`src/rtl/mul_pkg.sv`:
```
// mul_pkg: shared sequencer state, digit encodings and row-entry type for mul_row_sched.
// Row-entry fields are sized for the largest supported array (MUL_P digits, MUL_Q rows).
package mul_pkg;

    localparam int MUL_P  = 33;
    localparam int MUL_Q  = 33;
    localparam int ROW_DW = 2 * MUL_P;
    localparam int ROW_IW = (MUL_Q > 1) ? $clog2(MUL_Q) : 1;

    typedef enum logic [1:0] {
        IDLE,
        RUN,
        DRAIN
    } state_e;

    localparam logic [1:0] D0 = 2'b00;
    localparam logic [1:0] D1 = 2'b01;
    localparam logic [1:0] D2 = 2'b10;

    typedef struct packed {
        logic [ROW_DW-1:0] data;
        logic [ROW_IW-1:0] idx;
        logic              last;
    } row_entry_t;

endpackage

```
`src/rtl/mul_row_fifo.sv`:
```
// mul_row_fifo: 2-entry FIFO of partial-product row entries with occupancy count.
// pop_i must only be asserted while valid_o is high.
module mul_row_fifo
    import mul_pkg::*;
(
    input  logic       clk,
    input  logic       rst_n,
    input  logic       push_i,
    input  row_entry_t din_i,
    input  logic       pop_i,
    output row_entry_t dout_o,
    output logic       valid_o,
    output logic [1:0] count_o
);

    row_entry_t mem_q [2];
    row_entry_t mem_d [2];
    logic       wp_q, wp_d, rp_q, rp_d;
    logic [1:0] count_q, count_d;

    always_comb begin
        mem_d = mem_q;
        if (push_i) mem_d[wp_q] = din_i;
        wp_d    = wp_q ^ push_i;
        rp_d    = rp_q ^ pop_i;
        count_d = count_q + {1'b0, push_i} - {1'b0, pop_i};
    end

    always_ff @(posedge clk or negedge rst_n) begin
        if (!rst_n) begin
            mem_q[0] <= '0;
            mem_q[1] <= '0;
            wp_q     <= 1'b0;
            rp_q     <= 1'b0;
            count_q  <= 2'd0;
        end else begin
            mem_q   <= mem_d;
            wp_q    <= wp_d;
            rp_q    <= rp_d;
            count_q <= count_d;
        end
    end

    assign dout_o  = mem_q[rp_q];
    assign valid_o = count_q != 2'd0;
    assign count_o = count_q;

endmodule

```
`src/rtl/mul_row_sched.sv`:
```
// mul_row_sched: issues B digits LSB-first to the transform array and streams the returned rows.
// Define MUL_ROW_SCHED_PERF_EN to add the perf_busy_o / perf_stall_o saturating counters.
module mul_row_sched
    import mul_pkg::*;
#(
    parameter int P  = MUL_P,
    parameter int Q  = MUL_Q,
    parameter int IW = (Q > 1) ? $clog2(Q) : 1
) (
    input  logic           clk,
    input  logic           rst_n,
    input  logic           in_valid_i,
    output logic           in_ready_o,
    input  logic [2*P-1:0] a_i,
    input  logic [2*Q-1:0] b_i,
    output logic [2*P-1:0] mt_a_o,
    output logic [1:0]     mt_b_o,
    input  logic [2*P-1:0] mt_m_i,
    output logic           row_valid_o,
    input  logic           row_ready_i,
    output logic [2*P-1:0] row_data_o,
    output logic [IW-1:0]  row_idx_o,
    output logic           row_last_o,
`ifdef MUL_ROW_SCHED_PERF_EN
    output logic [15:0]    perf_busy_o,
    output logic [15:0]    perf_stall_o,
`endif
    output logic           busy_o
);

    state_e         state_q, state_d;
    logic           rdy_q;
    logic [2*P-1:0] a_q, a_d;
    logic [2*Q-1:0] b_q, b_d;
    logic [IW-1:0]  j_q, j_d, pidx_q, pidx_d;
    logic           plast_q, plast_d, inflight_q;
    logic           issue, pop, accept, lst, fifo_valid;
    logic [1:0]     count;
    row_entry_t     push_e, head;

    always_comb begin
        pop     = fifo_valid & row_ready_i;
        accept  = in_valid_i & in_ready_o;
        lst     = j_q == IW'(Q - 1);
        // Room is counted after this cycle's pop, so issue resumes on the first pop.
        issue   = (state_q == RUN) && ((3'(count) + 3'(inflight_q) - 3'(pop)) < 3'd2);
        state_d = state_q;
        a_d     = a_q;
        b_d     = b_q;
        j_d     = j_q;
        pidx_d  = pidx_q;
        plast_d = plast_q;
        case (state_q)
            IDLE: if (accept) begin
                a_d     = a_i;
                b_d     = b_i;
                j_d     = '0;
                state_d = RUN;
            end
            RUN: if (issue) begin
                b_d     = b_q >> 2;
                j_d     = j_q + 1'b1;
                pidx_d  = j_q;
                plast_d = lst;
                if (lst) state_d = DRAIN;
            end
            DRAIN: if (!inflight_q && count == {1'b0, pop}) state_d = IDLE;
            default: state_d = IDLE;
        endcase
    end

    always_ff @(posedge clk or negedge rst_n) begin
        if (!rst_n) begin
            state_q    <= IDLE;
            rdy_q      <= 1'b0;
            a_q        <= '0;
            b_q        <= '0;
            j_q        <= '0;
            pidx_q     <= '0;
            plast_q    <= 1'b0;
            inflight_q <= 1'b0;
        end else begin
            state_q    <= state_d;
            rdy_q      <= 1'b1;
            a_q        <= a_d;
            b_q        <= b_d;
            j_q        <= j_d;
            pidx_q     <= pidx_d;
            plast_q    <= plast_d;
            inflight_q <= issue;
        end
    end

    assign push_e = '{data: ROW_DW'(mt_m_i), idx: ROW_IW'(pidx_q), last: plast_q};

    mul_row_fifo u_fifo (
        .clk     (clk),
        .rst_n   (rst_n),
        .push_i  (inflight_q),
        .din_i   (push_e),
        .pop_i   (pop),
        .dout_o  (head),
        .valid_o (fifo_valid),
        .count_o (count)
    );

    assign in_ready_o  = rdy_q && state_q == IDLE;
    assign busy_o      = state_q != IDLE;
    assign mt_a_o      = a_q;
    assign mt_b_o      = issue ? b_q[1:0] : D0;
    assign row_valid_o = fifo_valid;
    assign row_data_o  = head.data[2*P-1:0];
    assign row_idx_o   = head.idx[IW-1:0];
    assign row_last_o  = head.last;

`ifdef MUL_ROW_SCHED_PERF_EN
    logic [15:0] pb_q, pb_d, ps_q, ps_d;

    always_comb begin
        pb_d = accept ? 16'd0 : pb_q + 16'(busy_o && pb_q != 16'hFFFF);
        ps_d = accept ? 16'd0 : ps_q + 16'(state_q == RUN && !issue && ps_q != 16'hFFFF);
    end

    always_ff @(posedge clk or negedge rst_n) begin
        if (!rst_n) begin
            pb_q <= 16'd0;
            ps_q <= 16'd0;
        end else begin
            pb_q <= pb_d;
            ps_q <= ps_d;
        end
    end

    assign perf_busy_o  = pb_q;
    assign perf_stall_o = ps_q;
`endif

endmodule

```
`config.mk`:
```
export PLATFORM = sky130hd
export DESIGN_NAME = mul_row_sched
export DESIGN_NICKNAME = d
export VERILOG_FILES = /design/src/rtl/mul_pkg.sv /design/src/rtl/mul_row_fifo.sv /design/src/rtl/mul_row_sched.sv
export SDC_FILE = /design/constraint.sdc
export NUM_CORES = 1
export LEC_CHECK = 0
export CORE_ASPECT_RATIO = 0.6
export CORE_MARGIN = 4
export CORE_UTILIZATION = 40
export DETAILED_ROUTE_END_ITERATION = 12
export GPL_TIMING_DRIVEN = 0
export PLACE_DENSITY = 0.78
export RECOVER_POWER = 100
export SLEW_MARGIN = 25
export SYNTH_ARGS = -nofsm -noshare
export SYNTH_HDL_FRONTEND = slang
export SYNTH_SLANG_ARGS = --single-unit
```
`constraint.sdc`:
```
create_clock -name clk -period 5.04 [get_ports clk]
set_clock_uncertainty 0.1 [all_clocks]
set_input_delay 1.26 -clock clk [delete_from_list [all_inputs] [get_ports clk]]
set_output_delay 1.26 -clock clk [all_outputs]
set_load 0.01 [all_outputs]
```
== Yosys cells after proc, flatten, opt, wreduce, memory -nomap -nowiden ==
Cells that the tools add are included.

* Bits in registers: 299
* Output and inout port bits: 144
* Logic and storage cells: 71

* $add $sub $neg: 5
* Bitwise gates (word level): 6
* Multiplexer cells: 18
* Equal/unequal tests: 8
* Reductions and logical operators: 13
* Magnitude comparators: 4

{| class="wikitable"
|+ Operator list
! operator !! count
|-
| $mux W73 || 4
|-
| $bwmux W146 || 1
|-
| $mux W66 || 2
|-
| $pmux W66 S2 || 1
|-
| $demux W73 S1 || 1
|-
| $mux W6 || 2
|-
| $pmux W6 S2 || 1
|-
| $mux W2 || 5
|-
| $ne A2 B2 Y1 const B || 4
|-
| $add A6 B1 Y6 const B || 1
|-
| $eq A6 B6 Y1 const B || 1
|-
| $pmux W2 S3 || 1
|-
| $reduce_bool A2 Y1 || 3
|-
| $ge A2 B2 Y1 const B || 2
|-
| $logic_and A1 B1 Y1 || 4
|-
| $not A1 Y2 || 2
|-
| $reduce_and A2 Y1 || 2
|-
| $reduce_and A4 Y1 || 1
|-
| $add A2 B1 Y3 || 1
|-
| $lt A3 B2 Y1 const B || 1
|-
| $reduce_and A3 Y1 || 1
|-
| $sub A3 B1 Y3 || 1
|-
| $add A2 B1 Y2 || 1
|-
| $and A1 B1 Y1 || 2
|-
| other kinds (8) || 9
|}

== Logic depth before layout (Yosys ltp) ==
Gate-level depths: netlist (run 1).

* Word-level depth: 7
* Mapped depth: 12

== Hierarchy ==
Synthesis (run 1) repeated with hierarchy kept, for this count alone.

* Cell total of the unflattened synthesis: 975
* Area total of the unflattened synthesis: 13419.1 um2

{| class="wikitable"
|+ Modules (own cells, without submodules)
! module !! seq. area each (um2) !! area an instance (um2) !! cells each !! instances
|-
| mul_row_fifo || 3753.6 || 6812.8 || 404 || 1
|-
| mul_row_sched || 3728.6 || 6606.3 || 571 || 1
|}

== Least setup slack after synthesis (run 1) ==
OpenSTA, ideal clock, no wires.

* Path type: input to output
* From: in row_ready_i
* To: out mt_b_o[0]
* Cell stages on the path: 9
* Buffers on the path: 1
* Data arrival time: 2962 ps
* Slack: 718 ps
* Required time: 3680 ps
* Path through: and2_1 > ha_1 > inv_1 > ha_1 > inv_1 > fa_1 > and3b_1 > clkbuf_1 > and3_1

* Cells in the longest elaborated chain, start to end: 5

{| class="wikitable"
|+ RTL lines
! item !! line !! RTL
|-
| from (decl) || mul_row_sched.sv:20 || <nowiki>input logic row_ready_i,</nowiki>
|-
| $and A1 B1 Y1 || mul_row_sched.sv:42 || <nowiki>pop = fifo_valid & row_ready_i;</nowiki>
|-
| $sub A3 B1 Y3 || mul_row_sched.sv:46 || <nowiki>issue = (state_q == RUN) && ((3'(count) + 3'(inflight_q) - 3'(pop)) < 3'd2);</nowiki>
|-
| $lt A3 B2 Y1 || mul_row_sched.sv:46 ||
|-
| $logic_and A1 B1 Y1 || mul_row_sched.sv:46 ||
|-
| $mux W2 || mul_row_sched.sv:110 || <nowiki>assign mt_b_o = issue ? b_q[1:0] : D0;</nowiki>
|-
| to (decl) || mul_row_sched.sv:17 || <nowiki>output logic [1:0] mt_b_o,</nowiki>
|}

Every way passes these cells.

== Final worst setup path (run 1) ==
* From: in row_ready_i
* To: out mt_b_o[1]

Same word-level chain as after synthesis.

==> flow_summary.json, run 1 <==
{
  "antenna_found_initial": 1,
  "finalHoldViolCount": 0,
  "final_common_cell": "mux2_2",
  "max_slew.worst_pin.slew_ps": 3555,
  "die_x_um": 241.9,
  "netlist_area_mm2": 0.01313,
  "num_io_pins": 346,
  "numCtsBuffers": 29,
  "max_freq_mhz": 204.0,
  "nFillCells": 2702,
  "area_growth_pct": 36.72,
  "status": "complete, but fails checks",
  "synth-main-ff-cell": "dfrtp_1",
  "gp_congestion": 0.8070,
  "final_cell_area_mm2": 0.01795,
  "dp_hpwl_mm": 24.65,
  "maxSlewViolCount": 62,
  "grt_pass1_wl_mm": 53.60,
  "ys_seq_area_share_pct": 56.99,
  "synth_top_area_share_pct": 56.99,
  "vias": 8735,
  "ant_nets": 0,
  "crit_type": "in2out",
  "cts.hold.buffers_added": 0,
  "drive_above_1_share_pct": 27.70,
  "synth.largest_area_cell": "dfrtp_1",
  "min_period_ps": 4901,
  "final_cell_mix": "312 x mux2_2, 299 x dfrtp_1, 209 x clkdlybuf4s50_1",
  "ys_ff_latch": 299,
  "gr-total-overflow": 0,
  "power_density_mw_per_mm2": 643.6,
  "synth-edff-count": 0,
  "vias_per_cell": 4.842,
  "p_leak_nw": 7.955,
  "drt-pass1-iter-count": 4,
  "slew_headroom_pct": -137.0,
  "instances_no_fill": 1804,
  "cp_max_fo": 7,
  "placedCellCount": 1749,
  "worstSkewPairLatency_ps": 550,
  "post-route-period-util_pct": 97.25,
  "setup_viol": 0,
  "die_h_um": 148.3,
  "clkSinkCount": 299,
  "syn_avg_cell_area_um2": 13.44,
  "fin_nets": 1567,
  "htreeDepth": 1,
  "cts_tree": "built",
  "vdd_drop_max_mv": 0.3167,
  "required_ps": 3680,
  "wl_per_cell_um": 18.51,
  "cp-end-kind": "output port",
  "start_util_pct": 40.50,
  "crit_arrival_ps": 3540,
  "min_delay_path_depth": 2,
  "clockBufferDepth": 3,
  "grt_pass1_vias": 9570,
  "seq_area_mm2": 0.007482,
  "rrSetupSlack_ps": 880,
  "core_mm2": 0.03242,
  "violations": "max-capacitance violations, max-slew violations",
  "synth_area_leaders": "dfrtp_1 57%, mux2_2 27%, nand2_1 5.8%",
  "r2r_cells": 12,
  "placed_cell_area_mm2": 0.01720,
  "min_path_type": "reg2reg",
  "die_area_mm2": 0.03588,
  "drt_iter0_drc": 350,
  "ys_async_sr_fraction_pct": 100.0,
  "max_cap_violations": 1,
  "multi_input_area_mm2": 0.005189,
  "rsz0062_at_grt": "false",
  "drc": 0,
  "yosysWarningCount": 0,
  "grt_max_degree": 92,
  "synth_fp_nets": 1186,
  "clkSlewWorstSetupHoldPaths_ps": 60,
  "drt-total-wl_mm": 33.39,
  "timing.hold.ws_ps": 367.8,
  "start_kind": "input port",
  "root_buffer": "clkbuf_16",
  "grt_usage_pct": 18.38,
  "yosysUniqueCellTypes": 42,
  "port_buffers": 345,
  "synthCells": 977,
  "placementRows": 51
}
-- path summary, 6_finish.rpt --
path / from / end
setup / recovery: row_ready_i / mt_b_o[1]
setup reg to reg: u_fifo.count_o[1] / b_q[62]
hold reg to reg: mt_a_o[50] / mt_a_o[50]
max in group asynchronous: rst_n / mt_a_o[11]
hold / removal: mt_a_o[50] / mt_a_o[50]
min in group asynchronous: rst_n / b_q[41]
-- what timing repair did --
action,in CTS,in global routing
gates resized for setup,8,2
endpoints found under the setup margin,2,2
pin swaps,1,0
setup buffers,2,1
-- per-layer routing --
layer  wire (um)  global-route usage, %  vias up
met2       15130                  28.79      205
li1            -                      -     4112
met3        2148                  5.694       54
met4         911                  4.581        0
met5           0                      0        -
met1       15200                  25.24     4364
-- per-stage QoR --
| step | setup WS [ps] | utilization (%) | setup TNS [ps] | power (mW) |
|---|---|---|---|---|
| after global placement | -10270 | 52.79 | -3060330 | 9.884 |
| final | 138.7 | 55.37 | 0 | 11.55 |
| after global routing | 11.12 | 55.37 | 0 | 12.33 |
| after floorplan | 718.1 | - | 0 | 7.600 |
| after detailed placement | -480.1 | 53.06 | -953.1 | 10.06 |
| after CTS | 28.05 | 56.05 | 0 | 12.37 |
-- worst max-delay path: stages --
cell	delay [ps]
clkdlybuf4s50_1	440
and2_1	170
ha_1	240
inv_1	80
ha_1	150
inv_1	50
fa_1	520
and3b_2	270
and3_1	180
clkbuf_2	170
-- cells by family (layout without fill, tap and decap cells) --
kind of cell | count (synthesis) | in the layout | synth area share, %
DFF | 299 | 299 | 56.99
muxes | 354 | 354 | 31.45
AOI/OAI and AO/OA | 17 | 17 | 0.9149
xor gates and xnor gates | 3 | 3 | 0.2002
buffers and inverters | 67 | 469 | 2.564
adders and majority gates | 7 | 7 | 0.7243
and+or+nand+nor | 229 | 229 | 7.129
other | 1 | 2 | 0.02856
-- power by group --
part           internal, mW  switching [mW]  total [mW]
sequential             3.57           0.584        4.16
combinational          2.99            2.22        5.21
clock                  1.27           0.922        2.19
total                  7.83            3.72        11.6
-- flip-flops by register name (all words and copies together) (netlist names) --
signal and flops:
j_q 6, u_fifo.wp_q 1, u_fifo.rp_q 1, u_fifo.mem_q 146, state_q 2, mt_a_o 66, b_q 66, pidx_q 6
plast_q 1, rdy_q 1, inflight_q 1, u_fifo.count_o 2
-- cell type report --
cell class	count	area share (%)
Sequential cell	299	41.68
Timing Repair Buffer	351	19.62
Buffer	55	1.310
Tap cell	424	2.956
Multi-Input combinational cell	611	28.91
Antenna cell	1	0.01394
Inverter	11	0.2300
Clock inverter	7	0.5089
Clock buffer	45	4.768
-- synth_stat cells (2+ instances only) --
master / n
mux2_2: 316
dfrtp_1: 299
nand2_1: 203
mux2_4: 38
clkbuf_1: 25
buf_2: 19
inv_1: 11
buf_6: 6
ha_1: 6
and3_1: 5
buf_4: 4
nand3_1: 4
a21oi_1: 3
o211ai_1: 3
o21ai_0: 3
a221o_1: 2
nor2_1: 2
nor3_1: 2
or2_2: 2
xor2_1: 2
Power figures use the tool's default switching activity.
==> run 2: changes to the inputs <==
--- a/config.mk
+++ b/config.mk
@@ -5,6 +5,7 @@
 export SDC_FILE = /design/constraint.sdc
 export NUM_CORES = 1
 export LEC_CHECK = 0
+export CAP_MARGIN = 20
 export CORE_ASPECT_RATIO = 0.6
 export CORE_MARGIN = 4
 export CORE_UTILIZATION = 40
==> constraint.sdc (replaced) <==
create_clock -name clk -period 4.83 [get_ports clk]
set_clock_uncertainty 0.1 [all_clocks]
set_input_delay 1.2075 -clock clk [delete_from_list [all_inputs] [get_ports clk]]
set_output_delay 1.2075 -clock clk [all_outputs]
set_load 0.01 [all_outputs]
==> run 2 against run 1 <==
The run still ends with max-capacitance violations, max-slew violations left. Final cell count is 0.11% higher. Via count is 0.35% higher. Cell area is 1.3% higher. Hold slack better by 5.0 ps.
==> flow_summary.json, run 2 (same netlist as run 1, synthesis figures left out) <==
{
  "worstSkewPairLatency_ps": 550,
  "cp-end-kind": "output port",
  "drive_above_1_share_pct": 31.79,
  "clkSinkCount": 299,
  "combPwrFrac_pct": 48.1,
  "placementRows": 51,
  "vias": 8766,
  "p_leak_nw": 7.968,
  "start_util_pct": 40.50,
  "p_clk_share_pct": 17.8,
  "path_cells": "clkdlybuf4s50_1 > and2_4 > ha_1 > inv_1 > ha_1 > inv_1 > fa_1 > and3b_2 > and3_4 > buf_4",
  "switching_share_pct": 31.41,
  "die_area_mm2": 0.03588,
  "die_x_um": 241.9,
  "port_buffers": 345,
  "clockBufferDepth": 3,
  "antenna_found_initial": 1,
  "wl_met1_mm": 15.24,
  "cellInternalPower_mw": 8.782,
  "min_period_ps": 4742,
  "htreeDepth": 1,
  "vdd_drop_max_mv": 0.3415,
  "grt_max_degree": 92,
  "multi_input_area_mm2": 0.005326,
  "max_freq_mhz": 210.9,
  "post-route-period-util_pct": 98.18,
  "power.total_mw": 12.80,
  "max_slew.worst_pin.slew_ps": 3540,
  "rsz0062_at_grt": "false",
  "violations": "max-capacitance violations, max-slew violations",
  "path_delay_family": "adder cells",
  "power_density_mw_per_mm2": 704.5,
  "crit_type": "in2out",
  "timing.hold.ws_ps": 372.7,
  "drt-total-wl_mm": 33.58,
  "drc": 0,
  "vias_per_cell": 4.854,
  "critPathSlowestCell": "fa_1",
  "ant_nets": 0,
  "switching_power_mw": 4.022,
  "cts_tree": "built",
  "grt_pass1_wl_mm": 53.64,
  "maxSlewViolCount": 62,
  "gp_congestion": 0.8070,
  "crit_arrival_ps": 3430,
  "grt_usage_pct": 18.40,
  "placedCellCount": 1749,
  "numCtsBuffers": 29,
  "wl_met2_mm": 15.22,
  "fin_nets": 1569,
  "gr-total-overflow": 0,
  "num_io_pins": 346,
  "max_cap_violations": 1,
  "drt_iter0_drc": 347,
  "min_path_type": "reg2reg",
  "final_cell_mix": "341 x clkdlybuf4s50_1, 316 x mux2_2, 299 x dfrtp_1",
  "status": "complete, but fails checks",
  "pwr-share-seq_pct": 34.1,
  "max_stage_delay_ps": 560,
  "setup_viol": 0,
  "finalHoldViolCount": 0,
  "drt-pass1-iter-count": 4,
  "path_buf_inv": 4,
  "final_common_cell": "clkdlybuf4s50_1",
  "seq_area_mm2": 0.007482,
  "area_growth_pct": 38.43,
  "clkSlewWorstSetupHoldPaths_ps": 60,
  "core_mm2": 0.03242,
  "largest_reg_flops": 146,
  "largest-register": "u_fifo.mem_q",
  "slew_headroom_pct": -136.0,
  "instances_no_fill": 1806,
  "top_layer_used": "met4",
  "grt_pass1_vias": 9577,
  "die_h_um": 148.3,
  "required_ps": 3520,
  "wl_per_cell_um": 18.59,
  "root_buffer": "clkbuf_16",
  "cp_max_fo": 5,
  "nFillCells": 2661,
  "start_kind": "input port",
  "dp_hpwl_mm": 24.65,
  "dr_wl_met3_mm": 2.197
}
run 2: path summary, 6_finish.rpt:
| path | from | end | slack, ps | cells after the start |
|---|---|---|---|---|
| setup / recovery | row_ready_i | mt_b_o[0] | 90 | 10 |
| hold / removal | mt_a_o[9] | mt_a_o[9] | 370 | 2 |
| setup reg to reg | u_fifo.count_o[1] | b_q[43] | 1390 | 13 |
| hold reg to reg | mt_a_o[9] | mt_a_o[9] | 370 | 2 |
| max in group asynchronous | rst_n | u_fifo.mem_q[95] | 880 | 1 |
| min in group asynchronous | rst_n | b_q[39] | 1760 | 1 |
run 2: through the flow:
stage               utilization (%)  setup WS [ps]  setup TNS (ps)  cell area [um2]
finish                        56.07          88.15               0            18170
global route                  56.07          9.366               0            18170
CTS                           56.04          62.72               0            18160
detailed placement            53.06         -585.1           -1163            17200
global placement              52.79         -10420        -3107640            17110
floorplan                         -          613.1               0            13130
run 2: per-layer routing:
metal / GRT usage, % / vias to the layer above
met5: 0 / -
met4: 4.581 / 0
met3: 5.694 / 56
met2: 28.81 / 230
met1: 25.25 / 4375
li1: - / 4105
run 2: cell type report:
| class | instances | share of cell area, % |
|---|---|---|
| Antenna cell | 1 | 0.01377 |
| Buffer | 55 | 1.556 |
| Clock buffer | 45 | 4.709 |
| Clock inverter | 7 | 0.5025 |
| Inverter | 11 | 0.2272 |
| Multi-Input combinational cell | 611 | 29.31 |
| Sequential cell | 299 | 41.17 |
| Tap cell | 424 | 2.919 |
| Timing Repair Buffer | 353 | 19.60 |
run 2: power groups by stage:
stage | clock, mW | sequential (mW) | combinational, mW
2_1_floorplan | 0 | 4.34 | 3.59
3_3_place_gp | 0 | 4.32 | 5.99
3_5_place_dp | 0 | 4.39 | 6.11
4_1_cts | 2.36 | 4.36 | 6.19
5_1_grt | 2.46 | 4.51 | 6.62
6_report | 2.28 | 4.36 | 6.16
run 2: repair_timing:
| item | CTS | global route |
|---|---|---|
| pin swaps | 1 | 2 |
| gates resized for setup | 10 | 4 |
| buffers inserted | 3 | 2 |
| hold buffers | 0 | 0 |
| endpoints found under the setup margin | 2 | 2 |
| cloned | 0 | 0 |
run 2: tightest hold or removal path, delay by kind of cell, from the launching register on:
family / cells / cell delay [ps]
DFF: 1 / 340
and+or+nand+nor: 2 / 100
==> run 3: changes to the inputs <==
--- a/config.mk
+++ b/config.mk
@@ -11,7 +11,7 @@
 export CORE_UTILIZATION = 40
 export DETAILED_ROUTE_END_ITERATION = 12
 export GPL_TIMING_DRIVEN = 0
-export PLACE_DENSITY = 0.78
+export PLACE_DENSITY = 0.68
 export RECOVER_POWER = 100
 export SLEW_MARGIN = 25
 export SYNTH_ARGS = -nofsm -noshare
==> run 3 against run 2 <==
The flow still finishes with violations (max-capacitance violations, max-slew violations). Sequential share of layout area is 0.11 points higher. Cell area fell by 0.28%. Global-route usage hardly changed. Register-to-register slack got worse by 880 ps. Via count shrank 0.17%. Die area is the same. Final cell count is 0.22% higher. Wire length down 0.56%. Sequential power is 0.9% lower. Largest power group unchanged. Highest routed layer unchanged.
==> flow_summary.json, run 3 (same netlist as run 1, synthesis figures left out) <==
{
  "status": "complete, but fails checks",
  "violations": "max-capacitance violations, max-slew violations",
  "htreeDepth": 1,
  "crit_type": "in2out",
  "vias_per_cell": 4.835,
  "final_common_cell": "mux2_2",
  "start_kind": "input port",
  "setup_viol": 0,
  "grt_usage_pct": 18.36,
  "maxSlewViolCount": 40,
  "required_ps": 3520,
  "die_h_um": 148.3,
  "multi_input_area_mm2": 0.005219,
  "largest_reg_flops": 146,
  "root_buffer": "clkbuf_16",
  "min_path_type": "reg2reg",
  "numCtsBuffers": 30,
  "max_slew.worst_pin.slew_ps": 2445,
  "slew_headroom_pct": -63.03,
  "clockBufferDepth": 3,
  "combPwrFrac_pct": 44.7,
  "wl_per_cell_um": 18.45,
  "fin_tns_setup_ps": 0,
  "p_leak_nw": 8.034,
  "num_io_pins": 346,
  "placementRows": 51,
  "start_util_pct": 40.50,
  "cellInternalPower_mw": 8.371,
  "power_density_mw_per_mm2": 677.6,
  "area_growth_pct": 38.05,
  "vdd_drop_max_mv": 0.3395,
  "die_x_um": 241.9,
  "fin_nets": 1569,
  "core_mm2": 0.03242,
  "max_cap_violations": 1,
  "grt_pass1_wl_mm": 53.12,
  "grt_pass1_vias": 9414,
  "p_clk_share_pct": 20.2,
  "clkSinkCount": 299,
  "seq_area_mm2": 0.007482,
  "placed_cell_area_mm2": 0.01723,
  "min_period_ps": 4766,
  "cts_tree": "built",
  "final_cell_mix": "310 x mux2_2, 299 x dfrtp_1, 209 x clkdlybuf4s50_1",
  "drive_above_1_share_pct": 28.42,
  "cp-end-kind": "output port",
  "gp_congestion": 0.8321,
  "largest-register": "u_fifo.mem_q",
  "vias": 8751,
  "rsz0062_at_grt": "true",
  "final_cell_area_mm2": 0.01812,
  "drt-pass1-iter-count": 4,
  "drc": 0,
  "cp_max_fo": 6,
  "finalHoldViolCount": 0,
  "die_area_mm2": 0.03588,
  "clkSlewWorstSetupHoldPaths_ps": 60,
  "port_buffers": 345,
  "crit_arrival_ps": 3460,
  "post-route-period-util_pct": 98.68,
  "drt_iter0_drc": 285,
  "ant_nets": 0,
  "switching_share_pct": 31.83,
  "worstSkewPairLatency_ps": 560,
  "pwr-share-seq_pct": 35.1,
  "max_freq_mhz": 209.8,
  "switching_power_mw": 3.909,
  "grt_max_degree": 71,
  "antenna_found_initial": 2,
  "drt-total-wl_mm": 33.39,
  "cts.hold.buffers_added": 0,
  "dp_hpwl_mm": 24.44,
  "nFillCells": 2735,
  "gr-total-overflow": 0
}
==> run 3: layout make-up <==
class                   count  area share [%]
flip-flops and latches    299           41.28
multi-input cells         611           28.79
repair buffers            352           19.61
clock buffers              46           5.088
well taps                 424           2.927
plain buffers              55           1.298
clock inverters             9          0.7317
inverters                  11          0.2278
diodes                      3         0.04142
==> run 3: final timing paths <==
kind / to / depth (start not counted) / startpoint / slack [ps]
min: mt_a_o[51] / 2 / mt_a_o[51] / 370
max: mt_b_o[0] / 11 / row_ready_i / 60
max in group asynchronous: u_fifo.mem_q[42] / 4 / rst_n / 900
min reg2reg: mt_a_o[51] / 2 / mt_a_o[51] / 370
max reg2reg: b_q[31] / 13 / u_fifo.count_o[1] / 510
min in group asynchronous: b_q[36] / 1 / rst_n / 1300
==> run 3: what timing repair did <==
| action | in CTS | in global routing |
|---|---|---|
| endpoints found under the setup margin | 2 | 2 |
| setup buffers | 3 | 0 |
| resized for setup | 11 | 4 |
| endpoints found under the hold margin | 0 | 0 |
| pin swaps | 2 | 1 |
==> run 3: stage by stage <==
| stage | total power, mW | hold slack, ps | std cells | worst slack [ps] | util (%) |
|---|---|---|---|---|---|
| after floorplan | 7.931 | 372.0 | 977 | 613.1 | - |
| after global placement | 10.35 | 358.0 | 1746 | -10890 | 52.79 |
| after detailed placement | 10.49 | 361.0 | 1750 | -687.1 | 53.15 |
| after CTS | 13.10 | 377.5 | 1807 | 7.600 | 56.52 |
| after global routing | 13.09 | 389.0 | 1809 | -46.59 | 55.91 |
| final | 12.28 | 366.0 | 1810 | 63.71 | 55.91 |
==> run 3: power by group through the flow <==
| stage | clock network, mW | registers (mW) | logic [mW] |
|---|---|---|---|
| after floorplan | 0 | 4.34 | 3.59 |
| after global placement | 0 | 4.33 | 6.02 |
| after detailed placement | 0 | 4.37 | 6.12 |
| after CTS | 2.55 | 4.34 | 6.21 |
| after global routing | 2.65 | 4.47 | 5.96 |
| final | 2.48 | 4.32 | 5.49 |
==> run 3: worst max-delay path, stage by stage <==
cell and delay, ps:
clkdlybuf4s50_1 460, and2_4 160, ha_1 220, inv_1 70, ha_1 140, inv_1 50, fa_2 540, and3b_2 210
buf_6 120, and3_1 150, buf_4 120
==> run 3: routing by layer <==
metal	GRT usage, %	share of wire (%)	vias up
met5	0	0	-
met4	3.682	2.1	0
met3	6.324	6.9	48
met2	28.62	45	201
met1	25.25	46	4367
li1	-	-	4135
